--- config.mk ---
export PLATFORM = sky130hd
export DESIGN_NAME = axi4_lite_master_ctrl
export DESIGN_NICKNAME = d
export VERILOG_FILES = /design/src/rtl/axi4_lite_master_ctrl.sv
export SDC_FILE = /design/constraint.sdc
export NUM_CORES = 1
export LEC_CHECK = 0
export ABC_AREA = 1
export BUFFER_PORTS_ARGS = -buffer_cell sky130_fd_sc_hd__buf_2
export CORE_UTILIZATION = 35
export CTS_CLUSTER_DIAMETER = 100
export CTS_CLUSTER_SIZE = 40
export DETAILED_ROUTE_END_ITERATION = 10
export GPL_TIMING_DRIVEN = 0
export PLACE_DENSITY_LB_ADDON = 0.15
export SLEW_MARGIN = 10
export SYNTH_ARGS = -nofsm -noshare
export SYNTH_HDL_FRONTEND = slang
export SYNTH_SLANG_ARGS = --single-unit
export TNS_END_PERCENT = 50
--- constraint.sdc ---
create_clock -name ACLK -period 1.68 [get_ports ACLK]
set_input_delay 0.168 -clock ACLK [delete_from_list [all_inputs] [get_ports ACLK]]
set_output_delay 0.168 -clock ACLK [all_outputs]
set_load 0.01 [all_outputs]
--- src/rtl/axi4_lite_master_ctrl.sv ---
// axi4_lite_master_ctrl: single-outstanding AXI4-Lite master driven by a valid/ready command port.
// Every AXI and response output is registered; cmd_ready is decoded from the state register.
module axi4_lite_master_ctrl #(
    parameter int ADDRESS_WIDTH  = 32,
    parameter int DATA_WIDTH     = 32,
    parameter int TIMEOUT_CYCLES = 0
) (
    input  logic                      ACLK,
    input  logic                      ARESETN,
    input  logic                      cmd_valid,
    output logic                      cmd_ready,
    input  logic                      cmd_write,
    input  logic [ADDRESS_WIDTH-1:0]  cmd_addr,
    input  logic [DATA_WIDTH-1:0]     cmd_wdata,
    input  logic [DATA_WIDTH/8-1:0]   cmd_wstrb,
    output logic                      rsp_valid,
    output logic [DATA_WIDTH-1:0]     rsp_rdata,
    output logic [1:0]                rsp_resp,
    output logic                      rsp_timeout,
    output logic [ADDRESS_WIDTH-1:0]  M_AXI_ARADDR,
    output logic                      M_AXI_ARVALID,
    input  logic                      M_AXI_ARREADY,
    input  logic [DATA_WIDTH-1:0]     M_AXI_RDATA,
    input  logic [1:0]                M_AXI_RRESP,
    input  logic                      M_AXI_RVALID,
    output logic                      M_AXI_RREADY,
    output logic [ADDRESS_WIDTH-1:0]  M_AXI_AWADDR,
    output logic                      M_AXI_AWVALID,
    input  logic                      M_AXI_AWREADY,
    output logic [DATA_WIDTH-1:0]     M_AXI_WDATA,
    output logic [DATA_WIDTH/8-1:0]   M_AXI_WSTRB,
    output logic                      M_AXI_WVALID,
    input  logic                      M_AXI_WREADY,
    input  logic [1:0]                M_AXI_BRESP,
    input  logic                      M_AXI_BVALID,
    output logic                      M_AXI_BREADY
);

    typedef enum logic [2:0] {IDLE, RD_ADDR, RD_DATA, WR_REQ, WR_RESP, DONE} state_t;

    localparam int CW = (TIMEOUT_CYCLES > 1) ? $clog2(TIMEOUT_CYCLES) : 1;
    localparam logic [CW-1:0] T_LAST = CW'((TIMEOUT_CYCLES > 0) ? TIMEOUT_CYCLES - 1 : 0);

    state_t        state;
    logic          aw_done;
    logic          w_done;
    logic [CW-1:0] cnt;
    logic          ar_hs;
    logic          r_hs;
    logic          aw_hs;
    logic          w_hs;
    logic          b_hs;
    logic          expired;

    assign cmd_ready = (state == IDLE);
    assign ar_hs     = M_AXI_ARVALID & M_AXI_ARREADY;
    assign r_hs      = M_AXI_RVALID & M_AXI_RREADY;
    assign aw_hs     = M_AXI_AWVALID & M_AXI_AWREADY;
    assign w_hs      = M_AXI_WVALID & M_AXI_WREADY;
    assign b_hs      = M_AXI_BVALID & M_AXI_BREADY;
    // Only the response phases are bounded; a zero parameter disables the abort entirely.
    assign expired   = (TIMEOUT_CYCLES > 0) && (cnt == T_LAST);

    always_ff @(posedge ACLK or negedge ARESETN) begin
        if (!ARESETN) begin
            state         <= IDLE;
            aw_done       <= 1'b0;
            w_done        <= 1'b0;
            cnt           <= '0;
            rsp_valid     <= 1'b0;
            rsp_rdata     <= '0;
            rsp_resp      <= 2'b00;
            rsp_timeout   <= 1'b0;
            M_AXI_ARADDR  <= '0;
            M_AXI_ARVALID <= 1'b0;
            M_AXI_RREADY  <= 1'b0;
            M_AXI_AWADDR  <= '0;
            M_AXI_AWVALID <= 1'b0;
            M_AXI_WDATA   <= '0;
            M_AXI_WSTRB   <= '0;
            M_AXI_WVALID  <= 1'b0;
            M_AXI_BREADY  <= 1'b0;
        end else begin
            rsp_valid <= 1'b0;
            case (state)
                IDLE: begin
                    if (cmd_valid && cmd_write) begin
                        M_AXI_AWADDR  <= cmd_addr;
                        M_AXI_WDATA   <= cmd_wdata;
                        M_AXI_WSTRB   <= cmd_wstrb;
                        M_AXI_AWVALID <= 1'b1;
                        M_AXI_WVALID  <= 1'b1;
                        aw_done       <= 1'b0;
                        w_done        <= 1'b0;
                        state         <= WR_REQ;
                    end else if (cmd_valid) begin
                        M_AXI_ARADDR  <= cmd_addr;
                        M_AXI_ARVALID <= 1'b1;
                        state         <= RD_ADDR;
                    end
                end
                RD_ADDR: begin
                    if (ar_hs) begin
                        M_AXI_ARVALID <= 1'b0;
                        M_AXI_RREADY  <= 1'b1;
                        cnt           <= '0;
                        state         <= RD_DATA;
                    end
                end
                RD_DATA: begin
                    if (r_hs) begin
                        M_AXI_RREADY <= 1'b0;
                        rsp_rdata    <= M_AXI_RDATA;
                        rsp_resp     <= M_AXI_RRESP;
                        rsp_timeout  <= 1'b0;
                        rsp_valid    <= 1'b1;
                        state        <= DONE;
                    end else if (expired) begin
                        M_AXI_RREADY <= 1'b0;
                        rsp_rdata    <= '0;
                        rsp_resp     <= 2'b10;
                        rsp_timeout  <= 1'b1;
                        rsp_valid    <= 1'b1;
                        state        <= DONE;
                    end else begin
                        cnt <= cnt + 1'b1;
                    end
                end
                WR_REQ: begin
                    // AW and W complete independently; each VALID drops right after its own handshake.
                    if (aw_hs) begin
                        M_AXI_AWVALID <= 1'b0;
                        aw_done       <= 1'b1;
                    end
                    if (w_hs) begin
                        M_AXI_WVALID <= 1'b0;
                        w_done       <= 1'b1;
                    end
                    if ((aw_done || aw_hs) && (w_done || w_hs)) begin
                        M_AXI_BREADY <= 1'b1;
                        cnt          <= '0;
                        state        <= WR_RESP;
                    end
                end
                WR_RESP: begin
                    if (b_hs) begin
                        M_AXI_BREADY <= 1'b0;
                        rsp_rdata    <= '0;
                        rsp_resp     <= M_AXI_BRESP;
                        rsp_timeout  <= 1'b0;
                        rsp_valid    <= 1'b1;
                        state        <= DONE;
                    end else if (expired) begin
                        M_AXI_BREADY <= 1'b0;
                        rsp_rdata    <= '0;
                        rsp_resp     <= 2'b10;
                        rsp_timeout  <= 1'b1;
                        rsp_valid    <= 1'b1;
                        state        <= DONE;
                    end else begin
                        cnt <= cnt + 1'b1;
                    end
                end
                DONE:    state <= IDLE;
                default: state <= IDLE;
            endcase
        end
    end

endmodule

## After elaboration in Yosys (flattened, before gate mapping)

Cells that the tools add are included.

| storage, ports and cells | value |
|---|---|
| output and inout port bits | 142 |
| word-level logic and storage cells | 92 |
| flip-flop bits (word level) | 146 |

| cells by class | value |
|---|---|
| bitwise gates (word level) | 6 |
| multiplexer cells | 37 |
| equality and inequality tests | 14 |
| reduce and logical (&&, ||, !) cells | 19 |

Operators with widths:

| operator | count |
|---|---|
| $mux 32 | 2 |
| $pmux 32 s2 | 1 |
| $mux 3 | 6 |
| $pmux 1 s2 | 9 |
| $reduce_and 3->1 | 6 |
| $ne 2x2->1 const B | 8 |
| $mux 1 | 15 |
| $pmux 3 s5 | 1 |
| $reduce_bool 2->1 | 5 |
| $eq 3x2->1 const B | 2 |
| $and 1x1->1 | 5 |
| $reduce_and 5->1 | 1 |
| $mux 2 | 2 |
| $pmux 2 s2 | 1 |
| $reduce_and 4->1 | 1 |
| $eq 3x1->1 const B | 1 |
| $eq 3x3->1 const B | 1 |
| $logic_not 3->1 | 1 |
| $ne 3x2->1 const B | 1 |
| $logic_and 1x1->1 | 2 |
| $logic_or 1x1->1 | 2 |
| $ne 2x1->1 const B | 1 |
| $reduce_and 2->1 | 1 |
| $not 1->1 | 1 |

## Longest topological paths before layout

Gate-level depths: netlist (run 1).

| depth | value |
|---|---|
| depth in word-level cells | 5 |
| gate-level depth with buffers | 9 |
| mapped depth without buffers | 8 |

## Least setup slack after synthesis (run 1)

OpenSTA, ideal clock, no wires.

| path | value |
|---|---|
| path type | register to register |
| from | reg state[2] |
| to | reg M_AXI_ARADDR[22] |
| path buffers | 3 |
| period minus slack after synthesis | 1359 ps |
| library setup time | 130 ps |
| data arrival time | 1228 ps |
| required time | 1550 ps |
| stages on the path, launching flop included | 10 |
| path slack | 321 ps |
| path through | dfrtp_1 -> buf_6 -> nor2_4 -> nand2_2 -> inv_2 -> nand2_1 -> buf_6 -> buf_4 -> nand2_1 -> o21ai_0 |

| between the ends | value |
|---|---|
| cells in the longest elaborated chain, start to end | 2 |

Ends and longest elaborated chain:

| what | line | RTL |
|---|---|---|
| start, declared | 44 | `state_t state;` |
| start signal, assigned | 66 | `state <= IDLE;` |
| start signal, assigned | 95 | `state <= WR_REQ;` |
| start signal, assigned | 99 | `state <= RD_ADDR;` |
| $logic_not 3->1 | - |  |
| net cmd_ready | 11 | `output logic cmd_ready,` |
| $reduce_and 3->1 (no source line) | - |  |
| end signal, assigned | 97 | `M_AXI_ARADDR <= cmd_addr;` |
| end, declared | 20 | `output logic [ADDRESS_WIDTH-1:0] M_AXI_ARADDR,` |

The timed path passes the listed nets, and every way through them passes these cells.
A chain may end at the register's enable or synchronous reset.

## Worst setup path after layout (run 1)

| path | value |
|---|---|
| from | reg state[2] |
| to | reg M_AXI_AWADDR[10] |

| between the ends | value |
|---|---|
| cells in the longest elaborated chain, start to end | 2 |

Ends and longest elaborated chain:

| what | line | RTL |
|---|---|---|
| $logic_not 3->1 | 85 | `case (state)` |
| $reduce_and 2->1 (no source line) | - |  |
| end signal, assigned | 88 | `M_AXI_AWADDR <= cmd_addr;` |
| end, declared | 27 | `output logic [ADDRESS_WIDTH-1:0] M_AXI_AWADDR,` |

No other way between the ends.

==> results of run 1 <==
## timing repair
| action | in CTS | in global routing |
|---|---|---|
| hold endpoints to repair | 111 | 0 |
| hold buffers | 70 | 0 |
| setup endpoints to repair | 0 | 29 |
| resized for setup | 0 | 8 |
## synthesized netlist by cell type, types with 3 or more instances
master    number
dfrtp_1      145
nand3_1       72
buf_6          8
clkbuf_1      10
o21ai_0       49
o21ai_1       25
inv_2          5
inv_1         37
nor2_1         5
buf_4          6
a21oi_1        3
nor2_4         3
nand2_1      241
buf_2         12
## power groups by stage
stage | Sequential (mW) | Combinational, mW | Clock, mW
final | 3.60 | 0.533 | 3.98
after global routing | 3.60 | 0.599 | 4.25
after CTS | 3.60 | 0.535 | 4.08
after detailed placement | 3.66 | 0.411 | 0
after global placement | 3.66 | 0.400 | 0
after floorplan | 3.69 | 0.0780 | 0
## critical path, stage by stage, from the launching register on
cell and delay (ns):
dfrtp_1 0.37, buf_6 0.14, nor2_4 0.13, nand2_2 0.10, nor2_4 0.12, inv_2 0.07, buf_6 0.15, buf_4 0.18
nand2_1 0.06, o21ai_0 0.08
## final cells by class
cell class / count / area [um^2]
clock buffer: 20 / 467
sequential: 145 / 3630
buffer: 37 / 244
fill: 1508 / 7300
multi-input combinational: 404 / 1780
clock inverter: 9 / 158
timing repair buffer: 324 / 2000
tap: 216 / 270
inverter: 42 / 158
## cell families after synthesis
group	count (synthesis)
buffers and inverters	79
DFF	145
other	1
AOI/OAI and AO/OA	77
and+or+nand+nor	326
## registers in the layout (all words and copies together) (netlist names), 2 cells and up
register,cells
state,3
M_AXI_AWADDR,32
rsp_rdata,32
M_AXI_WDATA,32
M_AXI_ARADDR,32
rsp_resp,2
M_AXI_WSTRB,4
## final timing paths
check,from,endpoint,slack [ns]
setup / recovery,state[2],M_AXI_AWADDR[10],0.13
hold / removal,cmd_addr[0],M_AXI_ARADDR[0],0.02
setup reg to reg,state[2],M_AXI_AWADDR[10],0.13
hold reg to reg,M_AXI_WDATA[6],M_AXI_WDATA[6],0.47
max in group asynchronous,ARESETN,rsp_resp[0],0.64
min in group asynchronous,ARESETN,M_AXI_WDATA[23],0.23
## layer usage
layer,vias up,GRT usage [%]
met5,-,0
met4,0,8.11
met3,25,5.29
met2,179,31.9
met1,2499,24.6
li1,2678,-
## stage by stage
step                cells  TNS, ns  utilization (%)
global route         1197  -0.0312             54.4
floorplan             628        0                -
global placement     1097  -257.28             45.8
detailed placement   1098        0             46.0
CTS                  1197        0             54.3
finish               1197        0             54.4
==> metrics, run 1 <==
Yosys Warn Count 0; sequential share of the synthesized area between 60% and 70%; XOR/XNOR share of the synthesized area 0%; Final Hold Vio Count 0; P per Cell Area between 900 and 1000 nW/um^2; unrepaired setup endpoints after global routing true; per-cell routed wire length between 10 and 15 um; worst skew pair latency 0.41 ns; dpl ws ~0.11 ns; final slew viol count 0; Num CTS Buffers 17; synth unique cells 21; # DRC 0; vias in the first global route 5158; GPL Wtd Cong 0.734; Min Hold Slack 0.0189 ns; top cell type's share of synthesized area 62.7%; largest family of logic cells by synthesized area simple AND/OR/NAND/NOR gates; maximum vdd ir drop 672 uV; CTS Sinks 145; number of synthesized register bits 145; post-synthesis simple-gate area fraction 23.8%; Nets 1084; syn avg cell area 9.21 um^2; initial antenna violation count 0; Synth area leaders dfrtp_1 (63%), nand2_1 (16%), nand3_1 (6.2%), o21ai_0 (4.2%), inv_1 (2.4%); Synth area leader dfrtp_1; commonest non-fill, non-tap cells in the layout buf_2 (262), nand2_1 (241), dfrtp_1 (145); ys flop type dfrtp_1; Compound-Gate Fraction of Synth Area 6.66%; Port Buf Inserts 253; Worst Path Max Fanout 10; Switch Pwr 1.68 mW; post-route clock period utilization 92.1%; Clk pwr share between 40% and 50%; Clock transition at path regs 0.06 ns; P&R area growth vs syn 50.4%; core area 16000 um^2; Met3 Wirelength ~940 um; Synth Net Count around 740; CP arrival about 1.8 ns; Fin Clk Skew 0.00669 ns; H-tree levels 4; fin crit period 1.55 ns; Hold Crit Class input port to flop; most common cell after layout, fill and taps aside buf_2; first-pass GRT wire length 25.5 mm; post-synthesis mux area share 0%; Hold Path Depth 3; CP startpoint kind flop; Vias 5381; CTS tree done; grt total ovfl 0; reg2reg path depth 9; Adder-Cell Fraction of Synth Area 0%; drt pass-1 iters 6; Detail Placement HPWL 11.1 mm; Final Setup Violations 0; Placed Area 7360 um^2; nature of the critical path endpoint flop; internal power 6.43 mW; std cell rows 46; max_cap viols 0; wire length after detailed routing 16.4 mm; largest net degree at the start of global routing 104; wire length on met2 7.87 mm; Combinational Power Share 6.6%; Pleak 5.05 nW; top routing layer used met4; Pwr Total 8.11 mW; cell area after layout 8700 um^2; n_diodes 0; f_max 647 MHz; Slew headroom 65.2%; Ports 255; final worst slack 0.134 ns; Mapped Area 5790 um^2; Worst EP required 1.95 ns; Post-synth EDFFs 0; Clock Tree Root clkbuf_16; Tightest Pin Transition approximately 0.52 ns; postcts setup bufs 0; Die Height 131 um; DRT antenna net count 0; Total GRT Usage 19.6%; status complete, no violations; layout cells sized above 1 ~33%; Horiz. Die Dim 131 um; sequential power share 44.4%; met1 WL between 7 and 8 mm; Net Sw Frac 20.7%; async set-or-reset flop fraction in the synthesized netlist 100%; Die Area between 15000 and 20000 um^2; Mapped Cells 628; drt via density roughly 4.5; CP Class flop to flop; Bufs on Longest Clock Path 2; first-iteration detailed-routing DRC count about 240; Initial Utilization 36.2%
Note: power is estimated with default switching activity, not from simulation.
==> run 2, diff against run 1 <==
--- a/config.mk
+++ b/config.mk
@@ -6,13 +6,15 @@
 export NUM_CORES = 1
 export LEC_CHECK = 0
 export ABC_AREA = 1
+export ABC_CLOCK_PERIOD_IN_PS = 1680
 export BUFFER_PORTS_ARGS = -buffer_cell sky130_fd_sc_hd__buf_2
 export CORE_UTILIZATION = 35
 export CTS_CLUSTER_DIAMETER = 100
 export CTS_CLUSTER_SIZE = 40
 export DETAILED_ROUTE_END_ITERATION = 10
-export GPL_TIMING_DRIVEN = 0
+export GPL_TIMING_DRIVEN = 1
 export PLACE_DENSITY_LB_ADDON = 0.15
+export SKIP_CTS_REPAIR_TIMING = 1
 export SLEW_MARGIN = 10
 export SYNTH_ARGS = -nofsm -noshare
 export SYNTH_HDL_FRONTEND = slang
==> metrics, run 2 (synthesis results as in run 1) <==
status finished with violations; failing checks negative hold slack; vias in the first global route 4567; drt pass-1 iters 4; P&R area growth vs syn 45.8%; Clock transition at path regs 0.06 ns; Final Setup Violations 0; Worst EP required about 1.5 ns; wire length after detailed routing 15.4 mm; max_cap viols 0; CP Cell Sequence nor2_4 -> nand2_2 -> inv_2 -> buf_2; Initial Utilization 36.2%; Vias ~5100; Final Hold Vio Count 6; nature of the critical path endpoint primary output; Pleak 4.92 nW; setup TNS 0 ns; Ports 255; CP Class flop to primary output; Die Height 131 um; unrepaired setup endpoints after global routing false; final worst slack 0.176 ns; per-cell routed wire length 13.2 um; CP startpoint kind flop; Min Hold Slack -0.0130 ns; Bufs on Longest Clock Path 2; GPL Wtd Cong 0.742; CTS Sinks 145; H-tree levels 4; worst skew pair latency 0.41 ns; layout cells sized above 1 roughly 33%; Port Buf Inserts 253; Total GRT Usage 17.5%; Die Area 17100 um^2; fin crit period about 1.5 ns; final core occ approximately 53%; crit-path max cell delay 0.45 ns; most common cell after layout, fill and taps aside buf_2; P per Cell Area slightly above 900 nW/um^2; initial antenna violation count 1; largest net degree at the start of global routing 65; CP delay by family, top flip-flops; CTS tree done; Pwr Total around 7.8 mW; Slowest-stage cell, CP dfrtp_1; std cell rows 46; final slew viol count 0; # DRC 0; Clock Tree Root clkbuf_16; Worst Path Max Fanout 5; Detail Placement HPWL 10.3 mm; Nets 1046; first-pass GRT wire length 23.0 mm; maximum vdd ir drop between 600 and 700 uV; Hold Crit Class input port to flop; DRT antenna net count 0; Horiz. Die Dim 131 um; Fin Clk Skew between 0.008 and 0.009 ns; first-iteration detailed-routing DRC count approximately 180; core area about 16000 um^2; grt total ovfl 0; dpl ws ~0.15 ns; post-route clock period utilization roughly nine tenths; Hold Path Depth 3; CP bufs+invs 2; CP arrival about 1.3 ns; Num CTS Buffers 17; reg2reg path depth 7; commonest non-fill, non-tap cells in the layout buf_2 (252), nand2_1 (240), dfrtp_1 (144); Stages on worst setup path 4; f_max 665 MHz; drt via density 4.41
run 2: cell types whose count changed in the layout (fill, tap and decap cells not counted), sizes merged, moves of 2 or more:
cell	previous run	this run
buf	279	266
bufinv	4	2
clkbuf	32	20
clkinv	3	5
dlygate4sd3	70	57
inv	42	44
run 2: final timing paths:
kind                                 startpoint          endpoint  slack [ns]
worst max register to register         state[1]            w_done        0.19
worst min-delay path             M_AXI_RDATA[3]      rsp_rdata[3]       -0.01
max in group asynchronous               ARESETN  M_AXI_ARADDR[20]        0.86
worst max-delay path                   state[1]         cmd_ready        0.18
worst min register to register  M_AXI_WDATA[13]   M_AXI_WDATA[13]        0.47
min in group asynchronous               ARESETN  M_AXI_AWADDR[26]        0.25
run 2: final cells by class:
cell class	instances	area, um^2
Multi-Input combinational cell	404	1770
Timing Repair Buffer	323	2030
Sequential cell	145	3630
Clock inverter	12	133
Clock buffer	20	447
Tap cell	216	270
Fill cell	1535	7570
Inverter	42	158
Antenna cell	1	2.50
run 2: per-layer routing:
metal | vias to the layer above | GRT usage [%] | wire length, um
met5 | - | 0 | 0
met4 | 0 | 5.27 | 138
met3 | 9 | 5.82 | 947
met2 | 152 | 28.1 | 7650
met1 | 2371 | 22.5 | 6670
li1 | 2598 | - | -
run 2: tightest hold or removal path, cell delays in order:
cell	delay, ns
buf_2	0.07
nand3_1	0.06
nand2_1	0.06
run 2: per-stage QoR:
step           instance area, um^2  hold slack [ns]  std cells
4_1_cts                       7860           -0.321       1105
3_3_place_gp                  7280            0.132       1073
3_5_place_dp                  7280            0.125       1073
6_report                      8430          -0.0130       1163
5_1_grt                       8430          0.00181       1163
2_1_floorplan                 5790           -0.128        628
run 2: report_power, final:
group	switching, mW	total [mW]	leakage [nW]	internal (mW)
sequential	0.0355	3.60	1.98	3.56
clock	1.46	3.69	0.277	2.23
combinational	0.242	0.516	2.66	0.274
==> run 3, diff against run 2 <==
==> constraint.sdc (replaced) <==
create_clock -name ACLK -period 1.68 [get_ports ACLK]
set_input_delay 0.084 -clock ACLK [delete_from_list [all_inputs] [get_ports ACLK]]
set_output_delay 0.084 -clock ACLK [all_outputs]
set_load 0.01 [all_outputs]
==> metrics, run 3 (synthesis results as in run 1) <==
reg2reg path depth 7; maximum vdd ir drop 656 uV; fin crit period approximately 1.5 ns; max_cap viols 0; Hold Crit Class input port to flop; Min Hold Slack -0.0340 ns; GPL Wtd Cong about 0.74; Slowest-stage cell, CP dfrtp_1; Port Buf Inserts about 250; CTS Sinks about 150; Total GRT Usage about 18%; Horiz. Die Dim 131 um; layout cells sized above 1 31.9%; first-iteration detailed-routing DRC count between 200 and 250; status finished with violations; CP bufs+invs 1; std cell rows 46; commonest non-fill, non-tap cells in the layout buf_2 (252), nand2_1 (240), dfrtp_1 (144); core area 16000 um^2; Num CTS Buffers 17; Pwr Total 8.09 mW; DRT antenna net count 0; wire length after detailed routing 16.1 mm; first-pass GRT wire length 23.0 mm; Tightest Pin Transition 0.516 ns; RR Endpoint w_done; Initial Utilization 36.2%; Nets 1095; worst hold path endpoint M_AXI_AWADDR[27]; CP startpoint kind flop; R2R Setup Slk 0.20 ns; Detail Placement HPWL 10.5 mm; Worst EP required a little under 2 ns; crit-path max cell delay between 0.4 and 0.5 ns; per-cell routed wire length about 13 um; Worst Path Max Fanout 38; post-route clock period utilization 88.1%; unrepaired setup endpoints after global routing false; Ports approximately 260; nature of the critical path endpoint flop; CP Cell Sequence nor2_4 -> nand2_2 -> nor2_4 -> buf_12 -> o21ai_0 -> nand2_1 -> o21ai_0; P&R area growth vs syn 54.7%; Fillers 1486; Clock Tree Root clkbuf_16; drt pass-1 iters 6; initial antenna violation count 1; Worst Min Path Start cmd_addr[27]; CTS tree done; Bufs on Longest Clock Path 2; Clock transition at path regs 0.06 ns; Fin Clk Skew 0.00567 ns; CP Class flop to flop; Slew headroom 65.6%; CP delay by family, top simple AND/OR/NAND/NOR gates; worst skew pair latency 0.41 ns; setup TNS 0 ns; Final Setup Violations 0; CP arrival ~1.8 ns; grt total ovfl 0; f_max 676 MHz; Die Area about 17000 um^2; final slew viol count 0; most common cell after layout, fill and taps aside buf_2; failing checks negative hold slack; Hold Path Depth 3; Vias 5348; R2R Path Start state[1]; H-tree levels 4; Critical Path Source state[1]; Pleak 5.15 nW; # DRC 0; largest net degree at the start of global routing 54; Die Height 131 um; P per Cell Area roughly 900 nW/um^2; vias in the first global route 4591; Final Hold Vio Count 5; drt via density 4.41
[run 3: cell count changes in the layout (fill, tap and decap cells not counted), sizes merged]
cell	change
clkinvlp	-1
dlygate4sd3	+43
bufinv	+1
buf	+6
[run 3: where the power goes]
part | internal, mW | switching (mW) | leakage, nW | total, mW
sequential | 3.56 | 0.0368 | 1.98 | 3.60
clock | 2.42 | 1.48 | 0.297 | 3.90
combinational | 0.337 | 0.258 | 2.87 | 0.595
[run 3: cell type report]
class / instances / area (um^2) / share of cell area, %
Clock buffer: 20 / 457 / 5.10
Sequential cell: 145 / 3630 / 40.5
Tap cell: 216 / 270 / 3.02
Timing Repair Buffer: 372 / 2520 / 28.1
Inverter: 42 / 158 / 1.76
Antenna cell: 1 / 2.50 / 0.0279
Multi-Input combinational cell: 404 / 1770 / 19.7
Clock inverter: 12 / 155 / 1.73
[run 3: worst max path at each step]
| stage | end | slack (ns) | cells after the start |
|---|---|---|---|
| 2_1_floorplan | M_AXI_ARADDR[22] | 0.32 | 9 |
| 3_3_place_gp | w_done | 0.17 | 7 |
| 3_5_place_dp | w_done | 0.15 | 7 |
| 4_1_cts | w_done | 0.14 | 7 |
| 5_1_grt | w_done | 0.01 | 7 |
| 6_report | w_done | 0.20 | 7 |
[run 3: worst reg2reg max path: stages (launching register included)]
cell and delay [ns]:
dfrtp_1 0.45, nor2_4 0.18, nand2_2 0.10, nor2_4 0.13
buf_12 0.21, o21ai_0 0.15, nand2_1 0.08, o21ai_0 0.07
[run 3: routing by layer]
layer | track usage [%] | part of all wire [%] | vias to the layer above
li1 | - | - | 2699
met3 | 6.07 | 5.7 | 12
met1 | 21.5 | 43 | 2485
met5 | 0 | 0 | -
met4 | 5.88 | 1.3 | 0
met2 | 29.0 | 50 | 152
[run 3: metrics by stage]
step	instance area [um^2]	cells	setup slack [ns]	util, %
floorplan	5790	628	0.321	-
global placement	7340	1079	0.169	45.9
detailed placement	7340	1079	0.146	45.9
CTS	7950	1111	0.145	49.7
global route	8950	1212	0.0143	56.0
finish	8950	1212	0.201	56.0
